`config.mk`:
```
export PLATFORM = sky130hd
export DESIGN_NAME = instr_serial_tx
export DESIGN_NICKNAME = d
export VERILOG_FILES = /design/src/rtl/instr_serial_tx.sv
export SDC_FILE = /design/constraint.sdc
export NUM_CORES = 1
export LEC_CHECK = 0
export CAP_MARGIN = 20
export CORE_UTILIZATION = 50
export DETAILED_ROUTE_END_ITERATION = 8
export PLACE_DENSITY = 0.75
export SLEW_MARGIN = 5
export SYNTH_ARGS = -nofsm -noshare
export SYNTH_HDL_FRONTEND = slang
export SYNTH_SLANG_ARGS = --single-unit
```
`constraint.sdc`:
```
create_clock -name clk -period 1.7 [get_ports clk]
set_input_delay 0.425 -clock clk [delete_from_list [all_inputs] [get_ports clk]]
set_output_delay 0.425 -clock clk [all_outputs]
set_load 0.005 [all_outputs]
```
`src/rtl/instr_serial_tx.sv`:
```
// Bit-serial transmitter for the command/confirm servo link.
// Sends one instruction MSB first, then waits for a data_ready acknowledge.
module instr_serial_tx #(
    parameter int WIDTH          = 10,
    parameter int SETUP_CYCLES   = 4,
    parameter int CONFIRM_CYCLES = 8,
    parameter int GAP_CYCLES     = 4,
    parameter int ACK_TIMEOUT    = 1024
) (
    input  logic             clk,
    input  logic             reset,
    input  logic             send,
    input  logic [WIDTH-1:0] instr,
    input  logic             data_ready,
    output logic             command,
    output logic             confirm,
    output logic             busy,
    output logic             done,
    output logic             timeout_err
);

    localparam int MAX_PHASE_A = (SETUP_CYCLES > CONFIRM_CYCLES) ? SETUP_CYCLES : CONFIRM_CYCLES;
    localparam int MAX_PHASE   = (MAX_PHASE_A > GAP_CYCLES) ? MAX_PHASE_A : GAP_CYCLES;
    localparam int MAX_CNT     = (ACK_TIMEOUT > MAX_PHASE) ? ACK_TIMEOUT : MAX_PHASE;
    localparam int CNT_W       = (MAX_CNT > 1) ? $clog2(MAX_CNT) : 1;
    localparam int BIT_W       = (WIDTH > 1) ? $clog2(WIDTH) : 1;

    localparam logic [CNT_W-1:0] SETUP_LAST   = CNT_W'(SETUP_CYCLES - 1);
    localparam logic [CNT_W-1:0] CONFIRM_LAST = CNT_W'(CONFIRM_CYCLES - 1);
    localparam logic [CNT_W-1:0] GAP_LAST     = CNT_W'(GAP_CYCLES - 1);
    localparam logic [CNT_W-1:0] TIMEOUT_LAST = CNT_W'(ACK_TIMEOUT - 1);

    typedef enum logic [2:0] {
        IDLE,
        SETUP,
        STROBE,
        GAP,
        WAIT_ACK
    } state_t;

    state_t             state_reg;
    logic [WIDTH-1:0]   shift_reg;
    logic [BIT_W-1:0]   bit_cnt_reg;
    logic [CNT_W-1:0]   cnt_reg;
    logic [2:0]         sync_reg;
    logic               ack;

    // Two synchroniser flops plus one delay flop for rising-edge detection.
    always_ff @(posedge clk or posedge reset) begin
        if (reset) begin
            sync_reg <= '0;
        end else begin
            sync_reg <= {sync_reg[1:0], data_ready};
        end
    end

    assign ack = sync_reg[1] & ~sync_reg[2];

    always_ff @(posedge clk or posedge reset) begin
        if (reset) begin
            state_reg   <= IDLE;
            shift_reg   <= '0;
            bit_cnt_reg <= '0;
            cnt_reg     <= '0;
            command     <= 1'b0;
            confirm     <= 1'b0;
            busy        <= 1'b0;
            done        <= 1'b0;
            timeout_err <= 1'b0;
        end else begin
            done        <= 1'b0;
            timeout_err <= 1'b0;
            case (state_reg)
                IDLE: begin
                    if (send) begin
                        shift_reg   <= instr;
                        bit_cnt_reg <= BIT_W'(WIDTH - 1);
                        cnt_reg     <= '0;
                        command     <= instr[WIDTH-1];
                        busy        <= 1'b1;
                        state_reg   <= SETUP;
                    end
                end
                SETUP: begin
                    if (cnt_reg == SETUP_LAST) begin
                        cnt_reg   <= '0;
                        confirm   <= 1'b1;
                        state_reg <= STROBE;
                    end else begin
                        cnt_reg <= cnt_reg + CNT_W'(1);
                    end
                end
                STROBE: begin
                    if (cnt_reg == CONFIRM_LAST) begin
                        cnt_reg   <= '0;
                        confirm   <= 1'b0;
                        state_reg <= GAP;
                    end else begin
                        cnt_reg <= cnt_reg + CNT_W'(1);
                    end
                end
                GAP: begin
                    if (cnt_reg == GAP_LAST) begin
                        cnt_reg <= '0;
                        if (bit_cnt_reg != '0) begin
                            // Next bit is presented from the first SETUP cycle.
                            shift_reg   <= shift_reg << 1;
                            command     <= shift_reg[WIDTH-2];
                            bit_cnt_reg <= bit_cnt_reg - BIT_W'(1);
                            state_reg   <= SETUP;
                        end else begin
                            command   <= 1'b0;
                            state_reg <= WAIT_ACK;
                        end
                    end else begin
                        cnt_reg <= cnt_reg + CNT_W'(1);
                    end
                end
                WAIT_ACK: begin
                    // Acknowledge takes priority over a coincident timeout.
                    if (ack) begin
                        done      <= 1'b1;
                        busy      <= 1'b0;
                        cnt_reg   <= '0;
                        state_reg <= IDLE;
                    end else if (cnt_reg == TIMEOUT_LAST) begin
                        timeout_err <= 1'b1;
                        busy        <= 1'b0;
                        cnt_reg     <= '0;
                        state_reg   <= IDLE;
                    end else begin
                        cnt_reg <= cnt_reg + CNT_W'(1);
                    end
                end
                default: begin
                    command   <= 1'b0;
                    confirm   <= 1'b0;
                    busy      <= 1'b0;
                    cnt_reg   <= '0;
                    state_reg <= IDLE;
                end
            endcase
        end
    end

endmodule

```
==> results of run 1 <==
how the worst max path moves through the flow:
stage / slack [ns] / to
after detailed placement: -0.18 / shift_reg[5]
after CTS: -0.007 / cnt_reg[2]
final: -0.07 / bit_cnt_reg[1]
after floorplan: -0.05 / bit_cnt_reg[1]
after global placement: -0.09 / shift_reg[5]
after global routing: -0.16 / bit_cnt_reg[3]
logic make-up (layout without fill, tap and decap cells):
group / count (synthesis) / in the layout / share of synthesized area [%]
buffers and inverters: 17 / 74 / 4.79
AND/OR/NAND/NOR: 64 / 64 / 20.6
flip-flops: 34 / 34 / 47.2
AO/OA/AOI/OAI: 50 / 50 / 19.5
multiplexers: 7 / 7 / 3.89
adder cells (fa/ha/maj): 3 / 3 / 2.08
XOR/XNOR: 4 / 4 / 1.94
area by class of cell:
class                           instances  area, um^2  area share, %
Clock buffer                            6        51.3           2.06
Inverter                                9        33.8           1.36
Timing Repair Buffer                   58         518           20.8
Multi-Input combinational cell        128         945           38.0
Sequential cell                        34         851           34.2
Clock inverter                          1        30.0           1.21
Tap cell                               46        57.6           2.32
power by group:
group,internal [W],leakage [nW],switching (W)
Combinational,0.00110,0.700,0.00105
Sequential,0.00107,0.412,0.000200
Clock,0.000342,0.0443,0.000272
cells in the final DEF (no fill, tap or decap), types with 3 or more instances in the layout:
cell	n
a21o_1	4
a21oi_2	6
and3_1	4
buf_4	36
clkbuf_4	5
clkdlybuf4s50_1	16
dfrtp_1	34
inv_1	9
mux2i_1	7
nand2_1	16
nand3_1	6
nor2_1	7
nor3_1	5
nor3b_1	3
nor3b_2	3
o21ai_1	15
o22ai_2	3
xor2_1	4
timing repair:
action,4_1_cts,5_1_grt
gates resized for setup,8,26
endpoints found under the setup margin,18,29
pin swaps,2,10
setup buffers,4,4
gates cloned,0,1
metal layers:
metal	track usage [%]	wire, um
met5	0	0
met4	9.52	47
met2	40.1	2230
met3	7.45	207
met1	31.8	1970
per-stage QoR:
| stage | cells | cell area (um^2) | worst slack (ns) | TNS, ns |
|---|---|---|---|---|
| after floorplan | 179 | 1800 | -0.0457 | -0.204 |
| after global placement | 266 | 2230 | -0.0928 | -0.698 |
| after detailed placement | 266 | 2230 | -0.183 | -1.31 |
| after CTS | 277 | 2380 | -0.00709 | -0.0151 |
| after global routing | 282 | 2490 | -0.156 | -3.18 |
| final | 282 | 2490 | -0.0691 | -0.915 |
worst reg2reg max path, cell delays in order, from the launching register on:
cell and delay (ns):
dfrtp_1 0.38, ha_2 0.21, nor4b_4 0.28, and3b_2 0.30, o2111ai_4 0.15, buf_12 0.19
o31ai_2 0.18
==> impl_metrics.toml, run 1 <==
[sta]
finalWorstSetupSlack_ns = -0.0691
worst_pin_slew_ns = 0.372
fin_crit_sh_pct = 104
hold_viol_final = 0
rsz0062_at_grt = "true"
maxClockFrequency_mhz = 565
period_minus_slack_ns = 1.77
whs_ns = 0.366
skew_ns = 0.00632
slew_viol_final = 0
max_slew_margin_pct = 75.1
setup_viol = 24

[logic_synthesis]
ys_ff_latch = 34
synth_most_common_cell = "dfrtp_1"
synth_warnings = 0
syn_nets = 196
yosysSeqAreaShare_pct = 47.2
postSynthCellCount = 179
async_reset_ff_share_pct = 100
yosysTopAreaCell = "dfrtp_1"
synth_edf_count = 0
synthTopCellsByArea = "dfrtp_1 47%, mux2i_1 3.9%, nand2_1 3.8%, o21ai_0 3.6%, nor3b_1 2.5%"
ys_top_cells_by_count = "34 x dfrtp_1, 18 x nand2_1, 13 x o21ai_0, 9 x inv_1, 8 x nand3_1"
ys_types = 48
synth_flop_cell = "dfrtp_1"
syn_avg_cell_area_um2 = 10.1
yosysTopAreaCellShare_pct = 47.2
syn_area_mm2 = 0.00180

[min_path]
whs_path_depth = 0
min_to = "sync_reg[1]"
min_from = "sync_reg[0]"
hold_class = "reg -> reg"

[route]
vias = 1603
wl_mm = 4.45
drc_errors = 0
first_pass_iters = 4
final_antenna_net_count = 0
vias_per_cell = 5.68
drt_iter0_markers = 136
wl_per_cell_um = 15.8

[die]
die_w_um = 62.0
core_area_mm2 = 0.00339
pin_count = 19
fp-row-count = 21
die_h_um = 62.0
die_area_mm2 = 0.00385
start_util_pct = 53.2

[pwr]
ir_drop_mv = 0.929
p_leak_nw = 1.16
cellPowerDensity_mw_per_mm2 = 1620
p_total_w = 0.00403

[layout]
n_fill_cell = 237
largest_reg_flops = 10
fin_nets = 253
diodes = 0
fin_util_pct = 73.3
area_growth_pct = 38.0
layout-drive-gt1-share_pct = 33.9

[clocking]
holdBufCountCts = 0
clkTransAtPathRegs_ns = 0.10
cts_tree = "yes"
htree_levels = 2
numClockSinks = 34
cts_root_buf = "clkbuf_4"
clk_latency_ns = 0.34
cts_buffer_depth = 2
numCtsBuffers = 5

[critical_path]
slowest_stage = "dfrtp_1"
r2r-start = "cnt_reg[1]"
path_cells = "ha_2 > nor4b_4 > and3b_2 > o2111ai_4 > buf_12 > o31ai_2"
worstSetupEndpointType = "register"
r2r_end = "bit_cnt_reg[1]"
worst_path_largest_cell_delay_ns = 0.38
path_buf_inv = 1
critPathRequiredTime_ns = 1.96
reg2reg_slack_ns = -0.07
critical_path.max_fanout = 18
worstRegToRegCells = 6
critPathKind = "reg -> reg"
crit_start = "cnt_reg[1]"
critPathLaunchType = "register"
cp.depth = 6
critical_path.top_delay_family = "simple AND/OR/NAND/NOR gates"
arrival_ns = 2.03

[grt]
grt-ovfl-total = 0
grt_start_max_net_pins = 35
track_usage_pct = 25.0
antenna_found_initial = 0
grt_pass1_vias = 1531
grt_pass1_wl_mm = 6.76

[placement]
globalplace.congestion = 0.876
post-dp-hpwl_mm = 2.89
port_buffers = 18

[run_status]
status = "finished with violations"
violations = "negative setup slack"

[job]
maxCapViolCount = 0
No activity file was read; power rests on OpenSTA's default activity.
==> run 2: changes to the inputs <==
Settings changed: ABC_AREA set to 1, CORE_UTILIZATION 50 to 51.
==> impl_metrics.toml, run 2 <==
[run_status]
status = "completed"

[pwr]
p_comb_share_pct = 51.9
p_leak_nw = 1.20
ir_drop_mv = 1.23
intPower_w = 0.00212
p_total_w = 0.00378
cellPowerDensity_mw_per_mm2 = 1610
clock_power_share_pct = 15.0
power_frac_seq_pct = 33.0
switching_power_w = 0.00165
switching_share_pct = 43.7

[logic_synthesis]
ys_ff_latch = 34
postSynthCellCount = 245
async_reset_ff_share_pct = 100
synth_warnings = 0
yosysSeqAreaShare_pct = 44.0
syn_nets = 262
ys_types = 31
syn_avg_cell_area_um2 = 7.90
yosysTopAreaCellShare_pct = 44.0
yosysTopAreaCell = "dfrtp_1"
synth_most_common_cell = "nand2_1"
synth_flop_cell = "dfrtp_1"
synthTopCellsByArea = "dfrtp_1 44%, nand2_1 17%, o21ai_2 5.9%, inv_1 5.4%, nor2_1 3.9%"
synth_edf_count = 0
ys_top_cells_by_count = "86 x nand2_1, 34 x dfrtp_1, 28 x inv_1, 20 x nor2_1"
syn_area_mm2 = 0.00194

[clocking]
cts_tree = "yes"
numClockSinks = 34
htree_levels = 2
numCtsBuffers = 5
cts_buffer_depth = 2
clkTransAtPathRegs_ns = 0.07
clk_latency_ns = 0.29
cts_root_buf = "clkbuf_8"
holdBufCountCts = 0

[die]
die_w_um = 63.6
pin_count = 19
core_area_mm2 = 0.00366
start_util_pct = 52.9
die_h_um = 63.6
die_area_mm2 = 0.00405
fp-row-count = 22

[sta]
finalWorstSetupSlack_ns = 0.0682
hold_viol_final = 0
period_minus_slack_ns = 1.63
maxClockFrequency_mhz = 613
slew_viol_final = 0
setup_viol = 0
skew_ns = 0.00680
max_slew_margin_pct = 79.3
worst_pin_slew_ns = 0.310
fin_crit_sh_pct = 96.0

[critical_path]
critical_path.top_delay_family = "simple AND/OR/NAND/NOR gates"
critPathRequiredTime_ns = 1.87
critical_path.max_fanout = 26
r2r_end = "shift_reg[1]"
crit_start = "cnt_reg[1]"
crit_end = "shift_reg[1]"
arrival_ns = 1.81
path_cells = "ha_2 > nand2_1 > nor2_1 > nand2_1 > nand2_1 > nand3_4 > buf_12 > nand2_1 > o21ai_2"
reg2reg_slack_ns = 0.07
critPathKind = "reg -> reg"
r2r-start = "cnt_reg[1]"
path_common_cell = "nand2_1"
critPathLaunchType = "register"
path_buf_inv = 1
cp.depth = 9
worstSetupEndpointType = "register"
slowest_stage = "dfrtp_1"
worstRegToRegCells = 9
worst_path_largest_cell_delay_ns = 0.38

[layout]
n_fill_cell = 321
finish.instance_area_mm2 = 0.00235
layout_commonest_cell = "nand2_1"
layout_common_cells = "86 x nand2_1, 34 x dfrtp_1, 28 x inv_1"
area_growth_pct = 21.5
final_cells = 326
diodes = 0
fin_nets = 295
multi_input_area_um2 = 940
layout-drive-gt1-share_pct = 18.7
largest_reg_flops = 10
layout.area.seq_um2 = 851

[grt]
grt_pass1_vias = 1551
grt_pass1_wl_mm = 6.76
track_usage_pct = 21.9
antenna_found_initial = 0
grt-ovfl-total = 0
grt_start_max_net_pins = 35

[min_path]
whs_path_depth = 0
hold_class = "reg -> reg"

[placement]
place_ws_ns = -0.0170
place_area_mm2 = 0.00225
dp_cells = 318
port_buffers = 18
globalplace.congestion = 0.863
post-dp-hpwl_mm = 2.81

[route]
vias = 1654
final_antenna_net_count = 0
drt_iter0_markers = 105
first_pass_iters = 4
wl_per_cell_um = 11.9
wl_mm = 3.86
drc_errors = 0
vias_per_cell = 5.07

[job]
maxCapViolCount = 0
run 2: cell count changes after synthesis, sizes merged, moves of 5 or more:
cell,before,now
a21o,5,0
inv,9,33
a21oi,8,2
nand3,8,15
nor2,7,23
and3,6,0
nand2,18,90
nand4,2,7
nor3b,6,0
run 2: worst min-delay path by stage:
stage | endpoint | start
5_1_grt | sync_reg[1] | sync_reg[0]
3_5_place_dp | sync_reg[1] | sync_reg[0]
2_1_floorplan | sync_reg[1] | sync_reg[0]
6_report | sync_reg[1] | sync_reg[0]
3_3_place_gp | sync_reg[1] | sync_reg[0]
4_1_cts | sync_reg[1] | sync_reg[0]
run 2: cells by family (layout without fill, tap and decap cells):
logic type               after synthesis  after routing  synth area share, %
buffers and inverters                 37             70                 8.34
multiplexers                           5              5                 2.59
AO/OA/AOI/OAI                         21             21                 8.40
XOR/XNOR                               5              5                 2.26
flip-flops                            34             34                 44.0
adder cells (fa/ha/maj)                3              3                 1.94
AND/OR/NAND/NOR                      140            140                 32.5
run 2: cell type report:
| type | instances | area share, % |
|---|---|---|
| Multi-Input combinational cell | 174 | 39.9 |
| Sequential cell | 34 | 36.2 |
| Timing Repair Buffer | 30 | 12.7 |
| Inverter | 33 | 5.37 |
| Clock buffer | 7 | 3.24 |
| Tap cell | 48 | 2.55 |
run 2: per-layer routing:
| layer | track usage [%] | wire (um) | share of wire (%) |
|---|---|---|---|
| met1 | 27.5 | 1680 | 43 |
| met3 | 4.53 | 151 | 3.9 |
| met2 | 36.0 | 1940 | 50 |
| met4 | 9.66 | 91 | 2.4 |
| met5 | 0 | 0 | 0 |
run 2: per-stage QoR:
| step | TNS [ns] | utilization, % | hold slack (ns) |
|---|---|---|---|
| floorplan | 0 | - | 0.331 |
| global placement | 0 | 61.4 | 0.333 |
| detailed placement | -0.0747 | 61.4 | 0.338 |
| CTS | 0 | 63.5 | 0.352 |
| global route | -0.0128 | 64.3 | 0.369 |
| finish | 0 | 64.3 | 0.350 |
run 2: power by group through the flow:
stage | clock [W] | combinational [W] | sequential, W
final | 0.000568 | 0.00196 | 0.00125
after global routing | 0.000617 | 0.00223 | 0.00129
after global placement | 0 | 0.00185 | 0.00125
after detailed placement | 0 | 0.00193 | 0.00125
after floorplan | 0 | 0.00151 | 0.00121
after CTS | 0.000581 | 0.00192 | 0.00124
run 2: repair_timing:
item,4_1_cts,5_1_grt
gates resized for setup,0,6
buffers inserted,0,1
setup endpoints to repair,0,25
run 2: worst reg2reg max path: stages (launching register included):
cell	delay (ns)
dfrtp_1	0.38
ha_2	0.23
nand2_1	0.07
nor2_1	0.12
nand2_1	0.15
nand2_1	0.17
nand3_4	0.09
buf_12	0.17
nand2_1	0.09
o21ai_2	0.05
